$ cat config.mk
export PLATFORM = sky130hd
export DESIGN_NAME = uart_rx_readout_ctrl_flat
export DESIGN_NICKNAME = d
export VERILOG_FILES = /design/src/rtl/uart_rx_readout_ctrl_pkg.sv /design/src/rtl/uart_rx_readout_ctrl_if.sv /design/src/rtl/uart_rx_readout_ctrl_interval_tick.sv /design/src/rtl/uart_rx_readout_ctrl.sv /design/src/flat_wrapper.sv
export SDC_FILE = /design/constraint.sdc
export NUM_CORES = 1
export LEC_CHECK = 0
export CORE_MARGIN = 2
export CORE_UTILIZATION = 30
export DETAILED_ROUTE_END_ITERATION = 10
export SYNTH_ARGS = -nofsm -noshare
export SYNTH_HDL_FRONTEND = slang
export SYNTH_HIERARCHICAL = 1
export SYNTH_SLANG_ARGS = --single-unit
$ cat constraint.sdc
create_clock -name CLK -period 2.2 [get_ports CLK]
set_input_delay 0.33 -clock CLK [delete_from_list [all_inputs] [get_ports CLK]]
set_output_delay 0.33 -clock CLK [all_outputs]
set_load 0.01 [all_outputs]
$ cat src/rtl/uart_rx_readout_ctrl_pkg.sv
// Shared types and helpers for the UART RX readout path.
// Holds the read-sequencer state encoding, the default byte width and the counter-width helper.
package uart_rx_readout_ctrl_pkg;

   localparam int unsigned P_DATA_W_DEF = 8;

   typedef enum logic [1:0] {
      ST_IDLE  = 2'd0,
      ST_REQ   = 2'd1,
      ST_WAIT  = 2'd2,
      ST_LATCH = 2'd3
   } rd_state_t;

   // Bits needed to count 0..v-1, never less than one.
   function automatic int unsigned clog2_min1(input int unsigned v);
      int unsigned w;
      w = 1;
      while ((64'd1 << w) < 64'(v)) w++;
      return w;
   endfunction

endpackage

$ cat src/rtl/uart_rx_readout_ctrl_if.sv
// RX FIFO read-port bundle between the readout controller and the byte FIFO.
// The controller is the master (drives the read strobe); the FIFO is the slave.
interface uart_rx_readout_ctrl_if
   import uart_rx_readout_ctrl_pkg::*;
#(
   parameter int unsigned P_DATA_W = P_DATA_W_DEF
) ();

   logic                fifo_rd_en;
   logic                fifo_empty;
   logic                fifo_full;
   logic [P_DATA_W-1:0] fifo_dout;

   modport master (
      output fifo_rd_en,
      input  fifo_empty,
      input  fifo_full,
      input  fifo_dout
   );

   modport slave (
      input  fifo_rd_en,
      output fifo_empty,
      output fifo_full,
      output fifo_dout
   );

endinterface

$ cat src/rtl/uart_rx_readout_ctrl_interval_tick.sv
// Free-running interval timer: one-cycle tick every P_PERIOD enabled cycles.
// Counter is held at zero while disabled, so enabling restarts the interval.
module interval_tick
   import uart_rx_readout_ctrl_pkg::*;
#(
   parameter int unsigned P_PERIOD = 10
) (
   input  logic clk,
   input  logic rst,
   input  logic en,
   output logic tick
);

   localparam int unsigned          CNT_W    = clog2_min1(P_PERIOD);
   localparam logic [CNT_W-1:0]     CNT_LAST = CNT_W'(P_PERIOD - 1);

   logic [CNT_W-1:0] cnt;

   always_ff @(posedge clk or posedge rst) begin
      if (rst) begin
         cnt <= '0;
      end else if (!en || cnt == CNT_LAST) begin
         cnt <= '0;
      end else begin
         cnt <= cnt + 1'b1;
      end
   end

   assign tick = en && (cnt == CNT_LAST);

endmodule

$ cat src/rtl/uart_rx_readout_ctrl.sv
// Sequences single-byte reads from the UART RX FIFO onto the two-digit hex display,
// triggered by the button edge or the auto-scan timer, and tracks RX overflow/error status.
module uart_rx_readout_ctrl
   import uart_rx_readout_ctrl_pkg::*;
#(
   parameter int unsigned P_DATA_W        = P_DATA_W_DEF,
   parameter int unsigned P_RD_LATENCY    = 1,
   parameter int unsigned P_AUTO_INTERVAL = 100000000,
   parameter int unsigned P_OVF_CNT_W     = 8
) (
   input  logic                   CLK,
   input  logic                   reset,
   input  logic                   display_next,
   input  logic                   auto_mode,
   input  logic                   uart_valid,
   input  logic                   uart_error,
   uart_rx_readout_ctrl_if.master fifo,
   output logic [3:0]             data_msd,
   output logic [3:0]             data_lsd,
   output logic                   data_valid,
   output logic [P_OVF_CNT_W-1:0] overflow_cnt,
   output logic                   error_sticky,
   output logic                   busy
);

   localparam int unsigned      LAT_W    = clog2_min1(P_RD_LATENCY);
   localparam logic [LAT_W-1:0] LAT_LAST = LAT_W'(P_RD_LATENCY - 1);

   rd_state_t           state;
   logic                pending;
   logic                btn_prev;
   logic                auto_tick;
   logic                req;
   logic [LAT_W-1:0]    lat_cnt;
   logic [P_DATA_W-1:0] disp_q;

   interval_tick #(
      .P_PERIOD (P_AUTO_INTERVAL)
   ) u_auto_tick (
      .clk  (CLK),
      .rst  (reset),
      .en   (auto_mode),
      .tick (auto_tick)
   );

   assign req = (display_next && !btn_prev) || auto_tick;

   always_ff @(posedge CLK or posedge reset) begin
      if (reset) begin
         state           <= ST_IDLE;
         pending         <= 1'b0;
         btn_prev        <= 1'b0;
         lat_cnt         <= '0;
         disp_q          <= '0;
         data_valid      <= 1'b0;
         error_sticky    <= 1'b0;
         fifo.fifo_rd_en <= 1'b0;
      end else begin
         btn_prev        <= display_next;
         fifo.fifo_rd_en <= 1'b0;

         // Clears below only fire while pending=1, so new requests are merged, never lost mid-clear.
         if (!pending && req) pending <= 1'b1;

         case (state)
            ST_IDLE: begin
               if (pending) begin
                  if (!fifo.fifo_empty) begin
                     state           <= ST_REQ;
                     fifo.fifo_rd_en <= 1'b1;
                  end else begin
                     pending <= 1'b0;
                  end
               end
            end
            ST_REQ: begin
               pending <= 1'b0;
               lat_cnt <= '0;
               state   <= ST_WAIT;
            end
            ST_WAIT: begin
               // Capture on leaving WAIT so the new byte is already on the outputs during LATCH.
               if (lat_cnt == LAT_LAST) begin
                  disp_q       <= fifo.fifo_dout;
                  data_valid   <= 1'b1;
                  error_sticky <= 1'b0;
                  state        <= ST_LATCH;
               end else begin
                  lat_cnt <= lat_cnt + 1'b1;
               end
            end
            ST_LATCH: begin
               state <= ST_IDLE;
            end
            default: begin
               state <= ST_IDLE;
            end
         endcase

         if (uart_error) error_sticky <= 1'b1;
      end
   end

   always_ff @(posedge CLK or posedge reset) begin
      if (reset) begin
         overflow_cnt <= '0;
      end else if (uart_valid && fifo.fifo_full && !(&overflow_cnt)) begin
         overflow_cnt <= overflow_cnt + 1'b1;
      end
   end

   assign data_msd = disp_q[7:4];
   assign data_lsd = disp_q[3:0];
   assign busy     = (state != ST_IDLE);

endmodule

$ cat src/flat_wrapper.sv
// flat-port wrapper written by rule: the top's interface ports become plain ports
module uart_rx_readout_ctrl_flat import uart_rx_readout_ctrl_pkg::*;
#(
   parameter int unsigned P_DATA_W        = P_DATA_W_DEF,
   parameter int unsigned P_RD_LATENCY    = 1,
   parameter int unsigned P_AUTO_INTERVAL = 100000000,
   parameter int unsigned P_OVF_CNT_W     = 8
)
  (CLK, reset, display_next, auto_mode, uart_valid, uart_error, data_msd, data_lsd, data_valid, overflow_cnt, error_sticky, busy, fifo_fifo_rd_en, fifo_fifo_empty, fifo_fifo_full, fifo_fifo_dout);
  uart_rx_readout_ctrl_if #(.P_DATA_W(P_DATA_W)) fifo_i ();
  input  logic CLK;
  input  logic reset;
  input  logic display_next;
  input  logic auto_mode;
  input  logic uart_valid;
  input  logic uart_error;
  output logic [3:0] data_msd;
  output logic [3:0] data_lsd;
  output logic data_valid;
  output logic [P_OVF_CNT_W-1:0] overflow_cnt;
  output logic error_sticky;
  output logic busy;
  output wire logic [$bits(fifo_i.fifo_rd_en)-1:0] fifo_fifo_rd_en;
  input wire logic [$bits(fifo_i.fifo_empty)-1:0] fifo_fifo_empty;
  input wire logic [$bits(fifo_i.fifo_full)-1:0] fifo_fifo_full;
  input wire logic [$bits(fifo_i.fifo_dout)-1:0] fifo_fifo_dout;
  assign fifo_fifo_rd_en = fifo_i.fifo_rd_en;
  assign fifo_i.fifo_empty = fifo_fifo_empty;
  assign fifo_i.fifo_full = fifo_fifo_full;
  assign fifo_i.fifo_dout = fifo_fifo_dout;
  uart_rx_readout_ctrl #(.P_DATA_W(P_DATA_W), .P_RD_LATENCY(P_RD_LATENCY), .P_AUTO_INTERVAL(P_AUTO_INTERVAL), .P_OVF_CNT_W(P_OVF_CNT_W)) u_core (.CLK(CLK), .reset(reset), .display_next(display_next), .auto_mode(auto_mode), .uart_valid(uart_valid), .uart_error(uart_error), .fifo(fifo_i), .data_msd(data_msd), .data_lsd(data_lsd), .data_valid(data_valid), .overflow_cnt(overflow_cnt), .error_sticky(error_sticky), .busy(busy));
endmodule
# Word-level counts from Yosys, hierarchy flattened

Cells that the tools add are included.

Bits in registers: 51
Bits of input ports: 16
Output and inout bits: 20
Word-level logic and storage cells: 58

Add/subtract/negate cells: 3
Eq/ne operators: 8
Mux-type cells: 17
Bitwise logic cells: 1
Reduce and logical (&&, ||, !) cells: 19

Operators with widths:

| cell                                                                     | number |
|---|---|
| 27-bit by 1-bit adder with 27-bit output (second input constant)         | 1 |
| 27-bit == test (second input constant)                                   | 1 |
| 27-bit 2-to-1 mux                                                        | 1 |
| 1-bit 2-to-1 mux                                                         | 10 |
| 8-bit by 1-bit adder with 8-bit output (second input constant)           | 1 |
| 2-bit case mux with 4 select lines                                       | 1 |
| 8-bit AND reduction                                                      | 1 |
| 2-bit 2-to-1 mux                                                         | 3 |
| 2-bit inequality test (second input constant)                            | 3 |
| 2-bit nonzero test                                                       | 3 |
| 1-bit logical AND                                                        | 5 |
| 2-bit == test (second input constant)                                    | 2 |
| 1-bit logical NOT                                                        | 4 |
| 1-bit case mux with 2 select lines                                       | 2 |
| 2-bit AND reduction                                                      | 2 |
| 3-bit AND reduction                                                      | 1 |
| 2-bit by 1-bit == test with 1-bit output (second input constant)         | 1 |
| 2-bit logical NOT                                                        | 1 |
| 1-bit logical OR                                                         | 2 |
| 2-bit by 1-bit inequality test with 1-bit output (second input constant) | 1 |
| 1-bit adder (second input constant)                                      | 1 |
| 1-bit inverter                                                           | 1 |

# Logic depth before layout (Yosys ltp)

Word-level depth: 8
Depth in mapped cells: 7

# Cells and area by module

Netlist, hierarchy kept.

By module, submodules not included:

| module               | instances | cells an instance | area each (sq um) | seq. area each (sq um) |
|---|---|---|---|---|
| interval_tick        | 1         | 144               | 1,415.1           | 675.6 |
| uart_rx_readout_ctrl | 1         | 84                | 998.5             | 575.6 |

# Worst setup path after synthesis

Ideal clock, no wire load.

Kind: flip-flop to flip-flop
Start point: register u_core.u_auto_tick.cnt[0]
End point: register u_core.u_auto_tick.cnt[22]
Data arrival time: 1.623 ns
Path slack: 0.447 ns
Cell stages (with the launch flop): 8
Path buffers: 2
Cells stage by stage: dfrtp_1 -> ha_1 -> and3_1 -> buf_2 -> nand3_1 -> o31ai_4 -> buf_4 -> a21oi_1

Word-level cells in the longest chain between the ends: 3

Ends and longest elaborated chain:

| item                                                                                             | line                                     | text |
|---|---|---|
| start: declaration                                                                               | uart_rx_readout_ctrl_interval_tick.sv:17 | `logic [CNT_W-1:0] cnt;` |
| start signal: assignment                                                                         | uart_rx_readout_ctrl_interval_tick.sv:25 | `cnt <= cnt + 1'b1;` |
| parallel branches: the longest is 2 deep, another holds 27-bit by 1-bit adder with 27-bit output | -                                        |  |
| 27-bit 2-to-1 mux *                                                                              | uart_rx_readout_ctrl_interval_tick.sv:22 | `end else if (!en \|\| cnt == CNT_LAST) begin` |

Mark *: on every way between the ends.
A chain may end at the register's enable or synchronous reset.

# Final worst setup path

Start point: register u_core.state[0]
End point: output port busy

Word-level cells in the longest chain between the ends: 1

Ends and longest elaborated chain:

| item                     | line                        | text |
|---|---|---|
| start: declaration       | uart_rx_readout_ctrl.sv:29  | `rd_state_t state;` |
| start signal: assignment | uart_rx_readout_ctrl.sv:50  | `state <= ST_IDLE;` |
| start signal: assignment | uart_rx_readout_ctrl.sv:69  | `state <= ST_REQ;` |
| start signal: assignment | uart_rx_readout_ctrl.sv:79  | `state <= ST_WAIT;` |
| 2-bit nonzero test       | uart_rx_readout_ctrl.sv:114 | `assign busy = (state != ST_IDLE);` |
| end: declaration         | flat_wrapper.sv:22          | `output logic busy;` |

No other way between the ends.

==> flow_metrics.env <==
export IMPL_slowest_stage="clkdlybuf4s50_1"
export IMPL_firstDrtPassIters=5
export IMPL_fillers=805
export IMPL_ys_ff_latch=50
export IMPL_ys_types=39
export IMPL_p_per_area_nw_per_um2=894
export IMPL_start_util=0.311
export IMPL_htreeDepth=2
export IMPL_setup_viol=0
export IMPL_timing_slew_headroom=0.679
export IMPL_crit_chain="inv_1 > ha_1 > inv_1 > clkdlybuf4s50_1"
export IMPL_grt_busiest_layer="met2"
export IMPL_layout_setup_ws_ps=195
export IMPL_antenna_found_initial=0
export IMPL_fin_crit_ps=2000
export IMPL_use_met1=0.164
export IMPL_drc=0
export IMPL_power_mw=2.64
export IMPL_grt_pass1_wl_mm=8.54
export IMPL_ios=36
export IMPL_critPathLaunchType="flop"
export IMPL_path_common_cell="inv_1"
export IMPL_cp_end_kind="primary output"
export IMPL_die_area_um2=8780
export IMPL_drt_iter0_drc=29
export IMPL_drive_gt1_frac=0.128
export IMPL_area_growth_pct=22.4
export IMPL_worstPathRequired_ps=1870
export IMPL_core_um2=7770
export IMPL_rsz0062_at_grt="false"
export IMPL_met2_usage=0.177
export IMPL_die_height_um=93.7
export IMPL_overflow=0
export IMPL_ant_nets=0
export IMPL_path_class="reg -> out"
export IMPL_cp_max_fo=4
export IMPL_async_flop_share=1.00
export IMPL_grt_max_degree=28
export IMPL_post_dp_hpwl_mm=3.22
export IMPL_final_nets=286
export IMPL_clockBufferDepth=2
export IMPL_holdBufCountCts=0
export IMPL_hold_viol=0
export IMPL_hold_path_class="in -> async"
export IMPL_design_area_um2=2960
export IMPL_total_leakage_power_nw=1.22
export IMPL_drv_cap=0
export IMPL_gp_congestion=0.785
export IMPL_skew_ps=4.74
export IMPL_syn_num_nets=249
export IMPL_drt_wl_total_mm=4.69
export IMPL_grt_pass1_vias=1922
export IMPL_synth_top_area_share=0.518
export IMPL_pre_cts_ws_ps=267
export IMPL_vias=1808
export IMPL_grtUsageMet3=0.0474
export IMPL_fin_util=0.380
export IMPL_root_buffer="clkbuf_8"
export IMPL_cp_arrival_ps=1670
export IMPL_irDropWorstVdd_mv=0.595
export IMPL_wl_per_cell_um=12.7
export IMPL_period_share=0.911
export IMPL_clock_latency_ps=300
export IMPL_syn_inst=228
export IMPL_synth_most_common_cell="dfrtp_1"
export IMPL_slowest_delay_ps=560
export IMPL_vias_per_cell=4.91
export IMPL_die_w_um=93.7
export IMPL_ys_top_cells_by_area="dfrtp_1 52%, mux2_2 4.2%, xor2_1 4.0%"
export IMPL_fmaxAchievable_mhz=499
export IMPL_ys_warn_count=6
export IMPL_cts_buffers=5
export IMPL_placed_area_um2=2860
export IMPL_gr_usage_all_layers=0.120
export IMPL_synth_seq_area_share=0.518
export IMPL_maxSlewViolCount=0
export IMPL_cts_tree="built"
export IMPL_synth_edf_count=0
export IMPL_status="finished, final reports clean"
export IMPL_clock_sinks=50
export IMPL_n_antenna_cell=0
export IMPL_yosysTopAreaCell="dfrtp_1"
export IMPL_core_rowCount=32
export IMPL_clk_transition_reported_paths_ps=90
export IMPL_synth_main_ff_cell="dfrtp_1"
export IMPL_worstMarginPinSlew_ps=481
export IMPL_finalSetupTns_ps=0
export IMPL_syn_area_um2=2410
export IMPL_synth_top_cells_by_count="50 x dfrtp_1, 18 x nor2_1, 15 x a21oi_1"
export IMPL_syn_area_per_cell_um2=10.6
export IMPL_portBuffers=35
==> power breakdown <==
group	switching [mW]	leakage (nW)	internal, mW
Sequential	0.147	0.648	1.10
Combinational	0.362	0.527	0.503
Clock	0.306	0.0452	0.225
Total	0.815	1.22	1.83
==> registers in the layout (all words and copies together) (netlist names), 2 cells and up <==
signal and flops:
u_core/state 2, u_core/disp_q 8, u_core/overflow_cnt 8, u_core/u_auto_tick/cnt 27
==> cell usage in the layout (no fill, tap or decap), drive strengths merged <==
cell	count
a21o	1
xor2	11
and3	5
o21ai	9
nand2	11
or3	7
nand4	11
nor3	3
or4	6
o31ai	7
and4	2
nor2	19
clkbuf	6
buf	4
inv	14
clkdlybuf4s50	35
nor4	2
ha	5
mux2	10
clkinv	2
or2	4
a21oi	17
a31oi	2
nand3	11
dfrtp	50
nor4b	1
xnor2	5
and2	2
a211oi	2
nor2b	2
==> cell type report <==
cell class	instances	area [um2]	share of cell area
clock inverters	2	13.8	0.00466
inverters	14	52.6	0.0178
multi-input cells	155	1060	0.358
well taps	102	128	0.0432
repair buffers	39	380	0.129
clock buffers	6	72.6	0.0246
flip-flops and latches	50	1250	0.423
==> cells by family (layout without fill, tap and decap cells) <==
family | after synthesis | after routing | share of synthesized area
buffers and inverters | 23 | 61 | 0.0461
XOR/XNOR | 16 | 16 | 0.0581
adder cells (fa/ha/maj) | 5 | 5 | 0.0259
AO/OA/AOI/OAI | 38 | 38 | 0.0990
multiplexers | 10 | 10 | 0.0482
flip-flops | 50 | 50 | 0.518
AND/OR/NAND/NOR | 86 | 86 | 0.204
==> final timing paths <==
path	start	end	slack, ps	cells after the start
max	u_core/state[0]	busy	200	4
min	reset	u_core/error_sticky	390	3
max reg2reg	u_core/u_auto_tick/cnt[0]	u_core/u_auto_tick/cnt[24]	270	6
min reg2reg	u_core/data_valid	u_core/data_valid	480	1
max in group asynchronous	reset	u_core/u_auto_tick/cnt[26]	1530	3
min in group CLK	u_core/data_valid	u_core/data_valid	480	1
==> per-stage QoR <==
step           hold slack (ps)  cells
2_1_floorplan              332    228
5_1_grt                    428    368
3_3_place_gp               456    360
3_5_place_dp               451    360
6_report                   392    368
4_1_cts                    400    368
==> worst max-delay path: cells and delay by family (launching register included) <==
kind,cells,cell delay (ps)
fa+ha+maj,1,240
flops,1,380
buf+inv,3,750
==> repair_timing <==
item | 4_1_cts | 5_1_grt
resized for setup | 0 | 1
setup buffers | 0 | 0
setup endpoints to repair | 0 | 1
==> metal layers <==
metal	vias to the layer above	share of wire
li1	877	-
met1	870	0.48
met2	57	0.45
met3	4	0.070
met4	0	0.0049
met5	-	0
No activity file was read; power rests on OpenSTA's default activity.
==> edit 1, RTL diff (config.mk and constraints unchanged) <==
One comparison of `cnt` changes from == to >=.
--- a/src/rtl/uart_rx_readout_ctrl_interval_tick.sv
+++ b/src/rtl/uart_rx_readout_ctrl_interval_tick.sv
@@ -26,7 +26,7 @@
       end
    end
 
-   assign tick = en && (cnt == CNT_LAST);
+   assign tick = en && (cnt >= CNT_LAST);
 
 endmodule
 
Function: no difference found for any inputs over 10 cycles, from zero or initial values and one cycle with reset high; that may be too few to reach the edited logic, so the function may still have changed.
==> edit 1 against the original RTL <==
  * Clock skew is 0.0089 ns higher
  * Setup slack improved by 0.017 ns
  * Sequential share of layout area fell by 1.9 points
  * Sequential cell count unchanged
  * Synthesized area is 3.4% higher
  * Routed wire length grew 6.5%
  * Non-clock buffer count grew 4
  * Total power is essentially flat
  * First-iteration DRC count grew to 5.4 times the old value
  * Cell area up 4.7%
  * Critical path depth unchanged
  * Hold slack got worse by 0.0071 ns
==> edit 1: results (changes against the original RTL) <==
- Final-stage net count: 311 (+8.7%)
- Drt total wl: 4990 um (+6.5%)
- Count of synthesis-stage warnings from yosys: 6 (unchanged)
- Synth top cells by count: sky130_fd_sc_hd__dfrtp_1, sky130_fd_sc_hd__nor2_1, sky130_fd_sc_hd__nand2_1
- Fin Clk Skew: 0.0136 ns (+0.00889 ns)
- Endpoint arrival time on the critical path: 1.66 ns
- Fraction of the yosys area taken by sequential cells: 0.501 (-0.0172)
- Weighted congestion reported at the end of routability-driven placement: 0.813 (+3.5%)
- Worst voltage drop across the vdd grid: 0.462 mV (-22%)
- Port Buffers: 35 (unchanged)
- Top_reg_cell synth: sky130_fd_sc_hd__dfrtp_1
- Detailed-placement wirelength estimate: 3670 um (+14%)
- Clk Latency, worst-skew pair: 0.30 ns (about the same)
- Syn_nets: 265 (+6.4%)
- Final hold slack: 0.384 ns (-0.00715 ns)
- Pin count of the biggest net entering global routing: 28 (unchanged)
- GRT Util Overall: 0.123 (+0.00294)
- Number of DRC markers in iteration 0: 158 (+440%)
- Main area contributors after synthesis: sky130_fd_sc_hd__dfrtp_1, sky130_fd_sc_hd__nor2_1, sky130_fd_sc_hd__xnor2_1, sky130_fd_sc_hd__xor2_1, sky130_fd_sc_hd__mux2_2
- Count of instances resized after the clock tree is built: 0 (unchanged)
- Wire length of the first global-routing pass: 8890 um (+4.0%)
- Reg2Reg Setup Slack: 0.29 ns (+0.02 ns)
- Longest Clk Path Bufs: 2 (unchanged)
- GRT Residual Overflow: 0 (unchanged)
- Headroom to the max-slew limit: 0.559 (-0.120)
- Clock Root Buffer: sky130_fd_sc_hd__clkbuf_8
- Clock buffers created by TritonCTS: 5 (unchanged)
- Distinct cell type count of the synthesized netlist: 42 (+7.7%)
- Worst setup path endpoint: busy
- Routed vias/inst: 4.78 (-2.6%)
- Worst-case setup slack after placement: 0.345 ns (+0.0781 ns)
- Depth of the worst register-to-register path: 6 (unchanged)
- Launching element of the worst setup path: u_core/state[0]$_DFFE_PP0P_
- Number of global-route vias before repair: 1885 (-1.9%)
- Fraction of final layout cells with drive strength greater than 1: 0.131 (+0.00321)
- Worst min path class: in -> async
- Worst-path maximum fanout: 4 (unchanged)
- Count of TritonRoute iterations in the first routing pass: 4 (-1)
- Result of the run: finished clean
- Leakage power of the design: 1.26 nW (+2.9%)
- Minimum clock period: 1.99 ns (-0.0172 ns)
- Number of buffers added for setup after CTS: 0 (unchanged)
- Clk slew on worst S/H paths: 0.09 ns (about the same)
- Critical R2R Launch: u_core/u_auto_tick/cnt[19]$_DFF_PP0_
- Maximum level of the CTS H-tree: 2 (unchanged)
- Number of antenna cells inserted: 0 (unchanged)
- Share of flip-flops with an asynchronous set or reset: 1.00 (unchanged)
- Capture point of the worst reg-to-reg path: u_core/u_auto_tick/cnt[11]$_DFF_PP0_
==> edit 1: cell type report <==
class	instances	area [sq um]
Tap cell	105	131
Clock inverter	2	13.8
Timing Repair Buffer	43	410
Multi-Input combinational cell	177	1170
Sequential cell	50	1250
Inverter	13	48.8
Clock buffer	5	68.8
Fill cell	807	5040
==> edit 1: per-layer routing <==
metal	up-vias	routed length (um)	global-route usage
met1	916	2390	0.174
met5	-	0	0
met4	0	33	0.0362
met3	2	175	0.0245
met2	34	2390	0.190
li1	938	-	-
==> edit 1: cells by family (layout without fill, tap and decap cells) <==
kind of cell | Yosys count | count (layout) | share of synthesized area
and+or+nand+nor | 113 | 113 | 0.246
DFF | 50 | 50 | 0.501
xor gates and xnor gates | 25 | 25 | 0.0877
AOI/OAI and AO/OA | 24 | 24 | 0.0637
buffers and inverters | 17 | 63 | 0.0301
muxes | 10 | 10 | 0.0466
adders and majority gates | 5 | 5 | 0.0251
==> edit 1: worst max-delay path, stage by stage, from the launching register on <==
cell and delay [ns]:
sky130_fd_sc_hd__dfrtp_1 0.38, sky130_fd_sc_hd__inv_1 0.07, sky130_fd_sc_hd__ha_1 0.23, sky130_fd_sc_hd__inv_1 0.12, sky130_fd_sc_hd__clkdlybuf4s50_1 0.56
==> edit 1: stage by stage <==
step | std cells | cell area, sq um
after global routing | 395 | 3090
final | 395 | 3090
after CTS | 395 | 3090
after detailed placement | 388 | 3010
after global placement | 388 | 3010
after floorplan | 244 | 2500
==> edit 1: power breakdown <==
| group | switching, mW | internal (mW) |
|---|---|---|
| Sequential | 0.153 | 1.10 |
| Clock | 0.308 | 0.220 |
| Combinational | 0.353 | 0.505 |
| Total | 0.814 | 1.83 |
==> edit 2, RTL diff (same settings) <==
Without the edit above. `P_RD_LATENCY` is set to 1 in 2 places; all go to 2.
--- a/src/rtl/uart_rx_readout_ctrl.sv
+++ b/src/rtl/uart_rx_readout_ctrl.sv
@@ -4,7 +4,7 @@
    import uart_rx_readout_ctrl_pkg::*;
 #(
    parameter int unsigned P_DATA_W        = P_DATA_W_DEF,
-   parameter int unsigned P_RD_LATENCY    = 1,
+   parameter int unsigned P_RD_LATENCY    = 2,
    parameter int unsigned P_AUTO_INTERVAL = 100000000,
    parameter int unsigned P_OVF_CNT_W     = 8
 ) (
--- a/src/flat_wrapper.sv
+++ b/src/flat_wrapper.sv
@@ -2,7 +2,7 @@
 module uart_rx_readout_ctrl_flat import uart_rx_readout_ctrl_pkg::*;
 #(
    parameter int unsigned P_DATA_W        = P_DATA_W_DEF,
-   parameter int unsigned P_RD_LATENCY    = 1,
+   parameter int unsigned P_RD_LATENCY    = 2,
    parameter int unsigned P_AUTO_INTERVAL = 100000000,
    parameter int unsigned P_OVF_CNT_W     = 8
 )
Check against the original RTL: not equivalent (a bounded check fails within 10 cycles, from zero or initial values and one cycle with reset high).
==> edit 2 against the original RTL <==
  * Sequential cell count is 1 higher
  * Routed wire length is 1.6% lower
  * Synthesized area is 2.2% higher
  * Cell area is 1.9% higher
  * Total power is 2.2% higher
  * Setup slack better by 0.036 ns
  * Count of clock-buffer cells in the layout is 1 lower
  * Via count is 1.3% lower
==> edit 2: results (changes against the original RTL) <==
- Number of fillers in the final layout: 838 (+4.1%)
- Worst-case setup slack after placement: 0.284 ns (+0.0170 ns)
- Total chip power: 2.70 mW (+2.2%)
- Drt total wl: 4610 um (-1.6%)
- Syn_nets: 248 (-0.40%)
- Main area contributors after synthesis: sky130_fd_sc_hd__dfrtp_1, sky130_fd_sc_hd__mux2_2, sky130_fd_sc_hd__xor2_1, sky130_fd_sc_hd__ha_1, sky130_fd_sc_hd__a21oi_1
- Detailed-placement wirelength estimate: 3290 um (+2.1%)
- Headroom to the max-slew limit: 0.732 (+0.0528)
- Fin Clk Skew: 0.00924 ns (+0.00450 ns)
- Count of TritonRoute iterations in the first routing pass: 4 (-1)
- Length of routed met2 wiring: 2110 um (+0.43%)
- Met3 WL post-DR: 281 um (-14%)
- Result of the run: finished clean
- WL met1: 2210 um (-0.94%)
- Met1 global-route usage: 0.146 (-0.0184)
- Synth top cells by count: sky130_fd_sc_hd__dfrtp_1, sky130_fd_sc_hd__nor2_1, sky130_fd_sc_hd__a21oi_1
- Worst voltage drop across the vdd grid: 0.598 mV (+0.41%)
- Global Route met2 Usage: 0.168 (-0.00894)
- Fraction of the yosys area taken by sequential cells: 0.517 (-0.00116)
- GRT Util Overall: 0.109 (-0.0111)
- Reg2Reg Setup Slack: 0.29 ns (+0.02 ns)
- Distinct cell type count of the synthesized netlist: 40 (+2.6%)
- Weighted congestion reported at the end of routability-driven placement: 0.770 (-2.0%)
- Worst-path maximum fanout: 3 (-1)
- Adder-cell share of the synthesized area: 0.0304 (+0.00451)
- Non-filler instance count after layout: 370 (+0.54%)
- Register share of total power: 0.475 (+0.003)
- Xor-xnor portion of the synthesized cell area: 0.0603 (+0.00228)
- Cell count after placement: 362 (+0.56%)
- GR Layer Usage met3: 0.0399 (-0.00745)
- Total internal power: 1.88 mW (+2.7%)
- Fraction of final layout cells with drive strength greater than 1: 0.128 (+0.000482)
- Capture point of the worst reg-to-reg path: u_core/pending$_DFF_PP0_
- Number of vias in the routed layout: 1785 (-1.3%)
- Wire length of the first global-routing pass: 7920 um (-7.3%)
- Leakage power of the design: 1.23 nW (+1.1%)
- Clock Root Buffer: sky130_fd_sc_hd__clkbuf_8
- Multiplexer area fraction after synthesis: 0.0517 (+0.00351)
- Number of global-route vias before repair: 1717 (-11%)
## edit 2: stage by stage
stage | hold slack (ns) | instance area [sq um] | util
3_5_place_dp | 0.460 | 2930 | 0.361
6_report | 0.400 | 3010 | 0.372
2_1_floorplan | 0.345 | 2470 | -
5_1_grt | 0.426 | 3010 | 0.372
3_3_place_gp | 0.451 | 2930 | 0.361
4_1_cts | 0.399 | 3010 | 0.372
## edit 2: cell families after synthesis
| logic type | Yosys count |
|---|---|
| adders and majority gates | 6 |
| xor gates and xnor gates | 17 |
| DFF | 51 |
| buffers and inverters | 20 |
| AOI/OAI and AO/OA | 35 |
| muxes | 11 |
| and+or+nand+nor | 86 |
## edit 2: area by class of cell
class | instances | share of cell area
clock inverters | 3 | 0.00623
clock buffers | 5 | 0.0228
multi-input cells | 155 | 0.363
flip-flops and latches | 51 | 0.424
well taps | 105 | 0.0436
repair buffers | 39 | 0.126
inverters | 12 | 0.0150
